===== src/rtl/alu_mc.sv =====
// Multi-cycle ALU: single-cycle logic/arith ops plus iterative unsigned MULU/DIVU behind valid/ready.
// Results and flags are registered in DONE and held until consumed; new work may enter on the consume edge.
module alu_mc #(
  parameter int WIDTH = 32
) (
  input  logic             clk,
  input  logic             reset_n,
  input  logic             in_valid,
  output logic             in_ready,
  input  logic [WIDTH-1:0] a,
  input  logic [WIDTH-1:0] b,
  input  logic [3:0]       select,
  output logic             out_valid,
  input  logic             out_ready,
  output logic [WIDTH-1:0] result,
  output logic [WIDTH-1:0] result_hi,
  output logic             zero,
  output logic             ovf,
  output logic             op_err
);

  localparam int CW = $clog2(WIDTH + 1);

  localparam logic [3:0] OP_ADD  = 4'b0000;
  localparam logic [3:0] OP_SUB  = 4'b0010;
  localparam logic [3:0] OP_AND  = 4'b0100;
  localparam logic [3:0] OP_OR   = 4'b0101;
  localparam logic [3:0] OP_XOR  = 4'b0110;
  localparam logic [3:0] OP_NOR  = 4'b0111;
  localparam logic [3:0] OP_SLT  = 4'b1010;
  localparam logic [3:0] OP_SLTU = 4'b1011;
  localparam logic [3:0] OP_MULU = 4'b1000;
  localparam logic [3:0] OP_DIVU = 4'b1001;

  typedef enum logic [1:0] {IDLE, BUSY, DONE} state_e;

  state_e          state_q, state_d;
  logic [CW-1:0]   cnt_q, cnt_d;
  logic            is_div_q, is_div_d;
  logic [WIDTH-1:0] hi_q, hi_d, lo_q, lo_d, opb_q, opb_d;
  logic [WIDTH-1:0] res_q, res_d, reshi_q, reshi_d;
  logic            zero_q, zero_d, ovf_q, ovf_d, err_q, err_d;

  logic            accept, long_op;
  logic [WIDTH-1:0] sum_w, dif_w, sc_res, sc_hi;
  logic            sc_ovf, sc_err;
  logic [WIDTH:0]  mul_sum, div_shift, div_diff;
  logic [WIDTH-1:0] step_hi, step_lo;

  always_comb begin
    sc_res = '0;
    sc_hi  = '0;
    sc_ovf = 1'b0;
    sc_err = 1'b0;
    sum_w  = a + b;
    dif_w  = a - b;
    case (select)
      OP_ADD: begin
        sc_res = sum_w;
        sc_ovf = (a[WIDTH-1] == b[WIDTH-1]) && (sum_w[WIDTH-1] != a[WIDTH-1]);
      end
      OP_SUB: begin
        sc_res = dif_w;
        sc_ovf = (a[WIDTH-1] != b[WIDTH-1]) && (dif_w[WIDTH-1] != a[WIDTH-1]);
      end
      OP_AND:  sc_res = a & b;
      OP_OR:   sc_res = a | b;
      OP_XOR:  sc_res = a ^ b;
      OP_NOR:  sc_res = ~(a | b);
      OP_SLT:  sc_res = {{(WIDTH-1){1'b0}}, ($signed(a) < $signed(b))};
      OP_SLTU: sc_res = {{(WIDTH-1){1'b0}}, (a < b)};
      OP_MULU: sc_res = '0;
      // Only reached as a single-cycle op when b is zero.
      OP_DIVU: begin
        sc_res = '1;
        sc_hi  = a;
        sc_err = 1'b1;
      end
      default: sc_err = 1'b1;
    endcase
  end

  assign long_op = (select == OP_MULU) || ((select == OP_DIVU) && (b != '0));
  assign accept  = in_valid && in_ready;

  // One iteration: shift-add multiply on {hi,lo}, or restoring divide with hi as remainder.
  always_comb begin
    mul_sum   = {1'b0, hi_q} + ({1'b0, opb_q} & {(WIDTH+1){lo_q[0]}});
    div_shift = {hi_q, lo_q[WIDTH-1]};
    div_diff  = div_shift - {1'b0, opb_q};
    if (is_div_q) begin
      if (!div_diff[WIDTH]) begin
        step_hi = div_diff[WIDTH-1:0];
        step_lo = {lo_q[WIDTH-2:0], 1'b1};
      end else begin
        step_hi = div_shift[WIDTH-1:0];
        step_lo = {lo_q[WIDTH-2:0], 1'b0};
      end
    end else begin
      step_hi = mul_sum[WIDTH:1];
      step_lo = {mul_sum[0], lo_q[WIDTH-1:1]};
    end
  end

  always_ff @(posedge clk or negedge reset_n) begin
    if (!reset_n) state_q <= IDLE;
    else          state_q <= state_d;
  end

  always_comb begin
    state_d = state_q;
    case (state_q)
      IDLE: if (in_valid) state_d = long_op ? BUSY : DONE;
      BUSY: if (cnt_q == CW'(1)) state_d = DONE;
      DONE: if (out_ready) state_d = in_valid ? (long_op ? BUSY : DONE) : IDLE;
      default: state_d = IDLE;
    endcase
  end

  always_comb begin
    in_ready  = (state_q == IDLE) || ((state_q == DONE) && out_ready);
    out_valid = (state_q == DONE);
  end

  always_comb begin
    cnt_d    = cnt_q;
    is_div_d = is_div_q;
    hi_d     = hi_q;
    lo_d     = lo_q;
    opb_d    = opb_q;
    res_d    = res_q;
    reshi_d  = reshi_q;
    zero_d   = zero_q;
    ovf_d    = ovf_q;
    err_d    = err_q;
    if (accept) begin
      if (long_op) begin
        cnt_d    = CW'(WIDTH);
        is_div_d = select[0];
        hi_d     = '0;
        lo_d     = a;
        opb_d    = b;
      end else begin
        res_d   = sc_res;
        reshi_d = sc_hi;
        zero_d  = (sc_res == '0);
        ovf_d   = sc_ovf;
        err_d   = sc_err;
      end
    end else if (state_q == BUSY) begin
      cnt_d = cnt_q - CW'(1);
      hi_d  = step_hi;
      lo_d  = step_lo;
      if (cnt_q == CW'(1)) begin
        res_d   = step_lo;
        reshi_d = step_hi;
        zero_d  = (step_lo == '0);
        ovf_d   = 1'b0;
        err_d   = 1'b0;
      end
    end
  end

  always_ff @(posedge clk or negedge reset_n) begin
    if (!reset_n) begin
      cnt_q    <= '0;
      is_div_q <= 1'b0;
      hi_q     <= '0;
      lo_q     <= '0;
      opb_q    <= '0;
      res_q    <= '0;
      reshi_q  <= '0;
      zero_q   <= 1'b0;
      ovf_q    <= 1'b0;
      err_q    <= 1'b0;
    end else begin
      cnt_q    <= cnt_d;
      is_div_q <= is_div_d;
      hi_q     <= hi_d;
      lo_q     <= lo_d;
      opb_q    <= opb_d;
      res_q    <= res_d;
      reshi_q  <= reshi_d;
      zero_q   <= zero_d;
      ovf_q    <= ovf_d;
      err_q    <= err_d;
    end
  end

  assign result    = res_q;
  assign result_hi = reshi_q;
  assign zero      = zero_q;
  assign ovf       = ovf_q;
  assign op_err    = err_q;

endmodule


===== config.mk =====
export PLATFORM = sky130hd
export DESIGN_NAME = alu_mc
export DESIGN_NICKNAME = d
export VERILOG_FILES = /design/src/rtl/alu_mc.sv
export SDC_FILE = /design/constraint.sdc
export NUM_CORES = 1
export LEC_CHECK = 0
export CAP_MARGIN = 30
export CORE_ASPECT_RATIO = 1.2
export CORE_MARGIN = 1
export CORE_UTILIZATION = 45
export CTS_BUF_LIST = sky130_fd_sc_hd__clkbuf_4 sky130_fd_sc_hd__clkbuf_8 sky130_fd_sc_hd__clkbuf_16
export DETAILED_ROUTE_END_ITERATION = 7
export PLACE_DENSITY = 0.74
export SETUP_SLACK_MARGIN = 0.15
export SLEW_MARGIN = 20
export SYNTH_ARGS = -nofsm -noshare
export SYNTH_HDL_FRONTEND = slang
export SYNTH_SLANG_ARGS = --single-unit

===== constraint.sdc =====
create_clock -name clk -period 3.72 [get_ports clk]
set_input_delay 0.558 -clock clk [delete_from_list [all_inputs] [get_ports clk]]
set_output_delay 0.558 -clock clk [all_outputs]
set_load 0.1 [all_outputs]

# Word-level counts from Yosys, hierarchy flattened
# Cells that the tools add are included.
# word_totals
register_bits	172
input_bits	72
out_inout_bits	69
word_cells	104
# op_classes
add_sub_neg	5
n_lt_le_gt_ge	2
n_eq_ne	21
n_mux	41
bitwise_logic	5
n_reduce_logical	19
# ops
op	count
two-way mux 32 bit	18
one-hot mux 32 bit (9 select lines)	1
zero test 32 bit	2
< comparator 32 bit	2
adder 32 x 33 -> 33 bit	1
AND 32 x 33 -> 33 bit	1
subtractor 33 x 32 -> 33 bit	1
adder 32 bit	1
AND 32 bit	1
NOT 32 bit	1
bitwise OR 32 bit	1
nonzero test 32 bit	1
subtractor 32 bit	1
XOR 32 bit	1
two-way mux 6 bit	3
== test 4 x 3 -> 1 bit (second input constant)	4
== test 4 bit (second input constant)	4
two-way mux 1 bit	12
two-way mux 2 bit	5
OR reduction 9 bit	1
== test 6 x 1 -> 1 bit (second input constant)	1
!= test 2 bit (second input constant)	3
one-hot mux 2 bit (3 select lines)	1
AND reduction 3 bit	2
14 further kinds	24

# Longest topological paths before layout
# depth
ltp_word	7
mapped_depth	17
mapped_depth_nobuf	15

# Worst setup path after synthesis
# Ideal clock, no wire load.
# synth_path
kind	input to register
startpoint	in out_ready
endpoint	reg zero_q, in the netlist zero
setup_time_ns	0.076
arrival_time_ns	3.935
path_slack_ns	-0.292
path_stages	12
path_buffers	1
path_cell_list	inv_1 > a21oi_1 > and2_1 > clkbuf_1 > nand2b_1 > nand2_1 > o2111ai_1 > nor4_1 > nand4b_1 > nor4_1 > nand3_1 > o21ai_1
# synth_between
elab_chain_cells	5
elab_cells_between_ends	8
classes_between	eq/ne: 1; mux: 1; reduce/logical: 6
# synth_rtl
element	line_no	source
start: declaration	14	input logic out_ready,
logical AND 1 bit *	121	in_ready = (state_q == IDLE) || ((state_q == DONE) && out_ready);
logical OR 1 bit *	121	
via in_ready	9	output logic in_ready,
logical AND 1 bit *	84	assign accept = in_valid && in_ready;
!= test 2 bit (no source line) / nonzero test 2 bit (equally long branches)	n/a	
AND reduction 3 bit (no source line)	n/a	
end signal: assignment	184	zero_q <= zero_d;
end: declaration	42	logic zero_q, zero_d, ovf_q, ovf_d, err_q, err_d;
# The timed path passes the listed nets; every way through them passes the cells marked *.
# A chain may end at the register's enable or synchronous reset.

# Final worst setup path
# layout_path
startpoint	in b[8]
endpoint	reg zero_q, in the netlist zero
# layout_between
elab_chain_cells	6
elab_cells_between_ends	17
classes_between	add/sub: 2; order compare: 2; eq/ne: 1; mux: 3; bitwise: 4; reduce/logical: 5
# layout_rtl
element	line_no	source
start: declaration	11	input logic [WIDTH-1:0] b,
branches (longest 6 deep; another with subtractor 32 bit)	n/a	
# Several ways; the timed one is not identified. The select of a mux whose other input is x is not followed.

==> impl_metrics.toml <==
[outcome]
status = "finished with violations"
violated_checks = "design-rule violations, negative setup slack"

[global_routing]
first_global_vias = 20570
grt.total_usage_pct = 38.11
grt_max_degree = 73
grt.overflow.total = 0
first_pass_grt_wire_length_mm = 119.4
antenna_found_initial = 1

[layout]
utilization_of_the_core_after_routing_pct = 64.76
flow.area_growth_from_synthesis_pct = 40.57
number_of_diodes = 0
final_common_cell = "sky130_fd_sc_hd__buf_4"
final_cell_mix = "sky130_fd_sc_hd__buf_4, sky130_fd_sc_hd__nand2_1, sky130_fd_sc_hd__a21oi_1"
layout-drive-gt1-share_pct = 26.51
number_of_nets_at_the_end_of_the_flow = 3118
final_cell_count_no_fill = 3419

[place]
port-buffer-count = 140
post-dp-hpwl_mm = 60.96
gpl.final_weighted_congestion = 1.071
post-place-cells = 3343
place_ws_ns = -0.7819

[critical_path]
timing.critical_path.max_delay_family = "buffers and inverters"
worstPathCellList = "clkdlybuf4s50_1, inv_1, ha_1, buf_4, nand2_1, buf_4, o21a_1, o211ai_1, buf_4, a211oi_2, o32ai_2, o211ai_1, nor4_2, nand4b_1, nor4_2, nand3_1, o21ai_1"
critPathMostFrequentCell = "sky130_fd_sc_hd__buf_4"
crit_path_start_kind = "primary input"
critical_path_required_ns = 4.10
worst_ep_arrival_time_ns = 4.14
path_max_fanout = 7
criticalPathCategory = "primary input to register"
cp_max_delay_cell = "sky130_fd_sc_hd__clkdlybuf4s50_1"
cp-end-kind = "register"
r2r_setup_slack_ns = -0.03
worst_path_largest_cell_delay_ns = 0.53
timing.critical_path.buf_inv = 5

[timing]
rsz0062_at_grt = "true"
post-route-period-util_pct = 101.1
period_minus_slack_ns = 3.760
maxSlewHeadroom_pct = 30.77
maximum_achievable_frequency_mhz = 265.9
hold-worst-slack_ns = 0.1049
worst_slack_ns = -0.04048
hold_viol_final = 0
worst_slew_pin_slew_ns = 1.035
finalMaxSlewViolations = 0
fin_worst_skew_ns = 0.01373
setup_violations = 6
setup-tns-final_ns = -0.1062

[die]
floorplan.die_area_sq_um = 40880
num_rows = 79
placeableCoreArea_sq_um = 39140
start_util_pct = 46.07
die_height_um = 221.3
ioPinCount = 141
die_w_um = 184.7

[synth]
postSynthAreaPerCell_sq_um = 7.568
yosysSeqAreaShare_pct = 23.87
mappedNetlistNets = 2621
yosys_warnings = 0
synth.ff_latch_count = 172
syn-instance-count = 2383
yosys_most_used_dff = "sky130_fd_sc_hd__dfrtp_1"
synth_area_sq_um = 18030
post_synth_cell_types = 94
synthArstFlopShare_pct = 100.0
synth_edf_count = 0

[drt]
drc_errors = 5
drt-total-wl_mm = 80.12
detailedRoute.firstIterationViolations = 2310
dr_total_vias = 21280
postRouteAntennaNets = 0
via_per_inst = 6.224
drt_pass1_iterations = 8
route.detailed.wl_per_inst_um = 23.43

[cts]
cts_max_path_buffers = 2
clock_insertion_delay_worst_skew_ns = 0.46
clkSlewWorstSetupHoldPaths_ns = 0.07
cts_htree_levels = 4
root_cell_of_the_clock_tree = "sky130_fd_sc_hd__clkbuf_16"
post_cts_hold_buffer_count = 0
cts-buffers-inserted = 17
clock_sinks = 172
cts_tree = "yes"

[pwr]
vdd.ir_drop.worst_mv = 0.6004
powerDensity_nw_per_um2 = 807.5
power_leakage_nw = 11.56

[run]
maxCapViolations = 0

[min_path]
min_path_type = "primary input to async pin"
==> Yosys cell counts (all sizes together) (36+ instances only) <==
library cell	number	area share, %
and2	55	1.9
ha	162	11
a21oi	250	7.0
a21o	47	2.0
clkbuf	100	2.1
nand2	264	5.5
nor2	181	3.8
o21ai	231	6.4
nor3	45	1.4
xnor2	62	3.1
mux2i	61	3.4
nand3	46	1.3
inv	162	3.4
dfrtp	172	24
o211ai	36	1.5
buf	37	1.2
==> flip-flops by register name, summed over array words and instances, names as in the netlist <==
register   cells
hi_q          32
zero           1
state_q        2
cnt_q          6
ovf            1
lo_q          32
is_div_q       1
result        32
result_hi     32
op_err         1
opb_q         32
==> logic make-up after synthesis <==
| family | Yosys count | synth area share, % |
|---|---|---|
| buffers and inverters | 299 | 6.619 |
| xor gates and xnor gates | 93 | 4.621 |
| and+or+nand+nor | 742 | 19.48 |
| AOI/OAI and AO/OA | 833 | 29.22 |
| DFF | 172 | 23.87 |
| adders and majority gates | 166 | 11.68 |
| muxes | 78 | 4.510 |
==> per-layer routing <==
layer	up-vias	global-route usage [%]	part of all wire, %
li1	9569	-	-
met1	10210	48.22	39
met2	1182	61.70	46
met3	318	4.888	8.1
met4	2	22.61	7.0
met5	-	0	0.015
==> timing repair <==
action	in CTS	in global routing
resized for setup	187	169
endpoints found under the setup margin	80	81
setup buffers	15	25
pin swaps	75	99
gates cloned	2	1
==> power by group <==
group / leakage [nW] / internal (mW) / switching [mW]
Sequential: 2.03 / 2.62 / 0.878
Combinational: 9.28 / 6.08 / 9.08
Clock: 0.261 / 0.951 / 0.859
==> per-stage QoR <==
step | instance area [sq um] | power, mW
global route | 25350 | 21.38
finish | 25350 | 20.47
global placement | 22870 | 15.30
detailed placement | 22950 | 15.60
CTS | 24440 | 18.87
floorplan | 18040 | 11.44
==> final timing paths <==
path	cells after the start	from	end
min in group clk	2	result_hi[4]	result_hi[4]
worst max-delay path	17	b[8]	zero
max in group asynchronous	2	reset_n	result[1]
worst max register to register	16	lo_q[31]	hi_q[11]
worst min register to register	2	result_hi[4]	result_hi[4]
worst min-delay path	1	reset_n	opb_q[29]
==> final cells by class <==
type                       count  area [sq um]
sequential                   172          4308
clock buffer                  18         439.2
inverter                     162         608.1
clock inverter                14         136.4
timing repair buffer         615          5386
tap                          526         658.1
fill                        3302         13790
multi-input combinational   1912         13810
(Power assumes the default switching activity.)
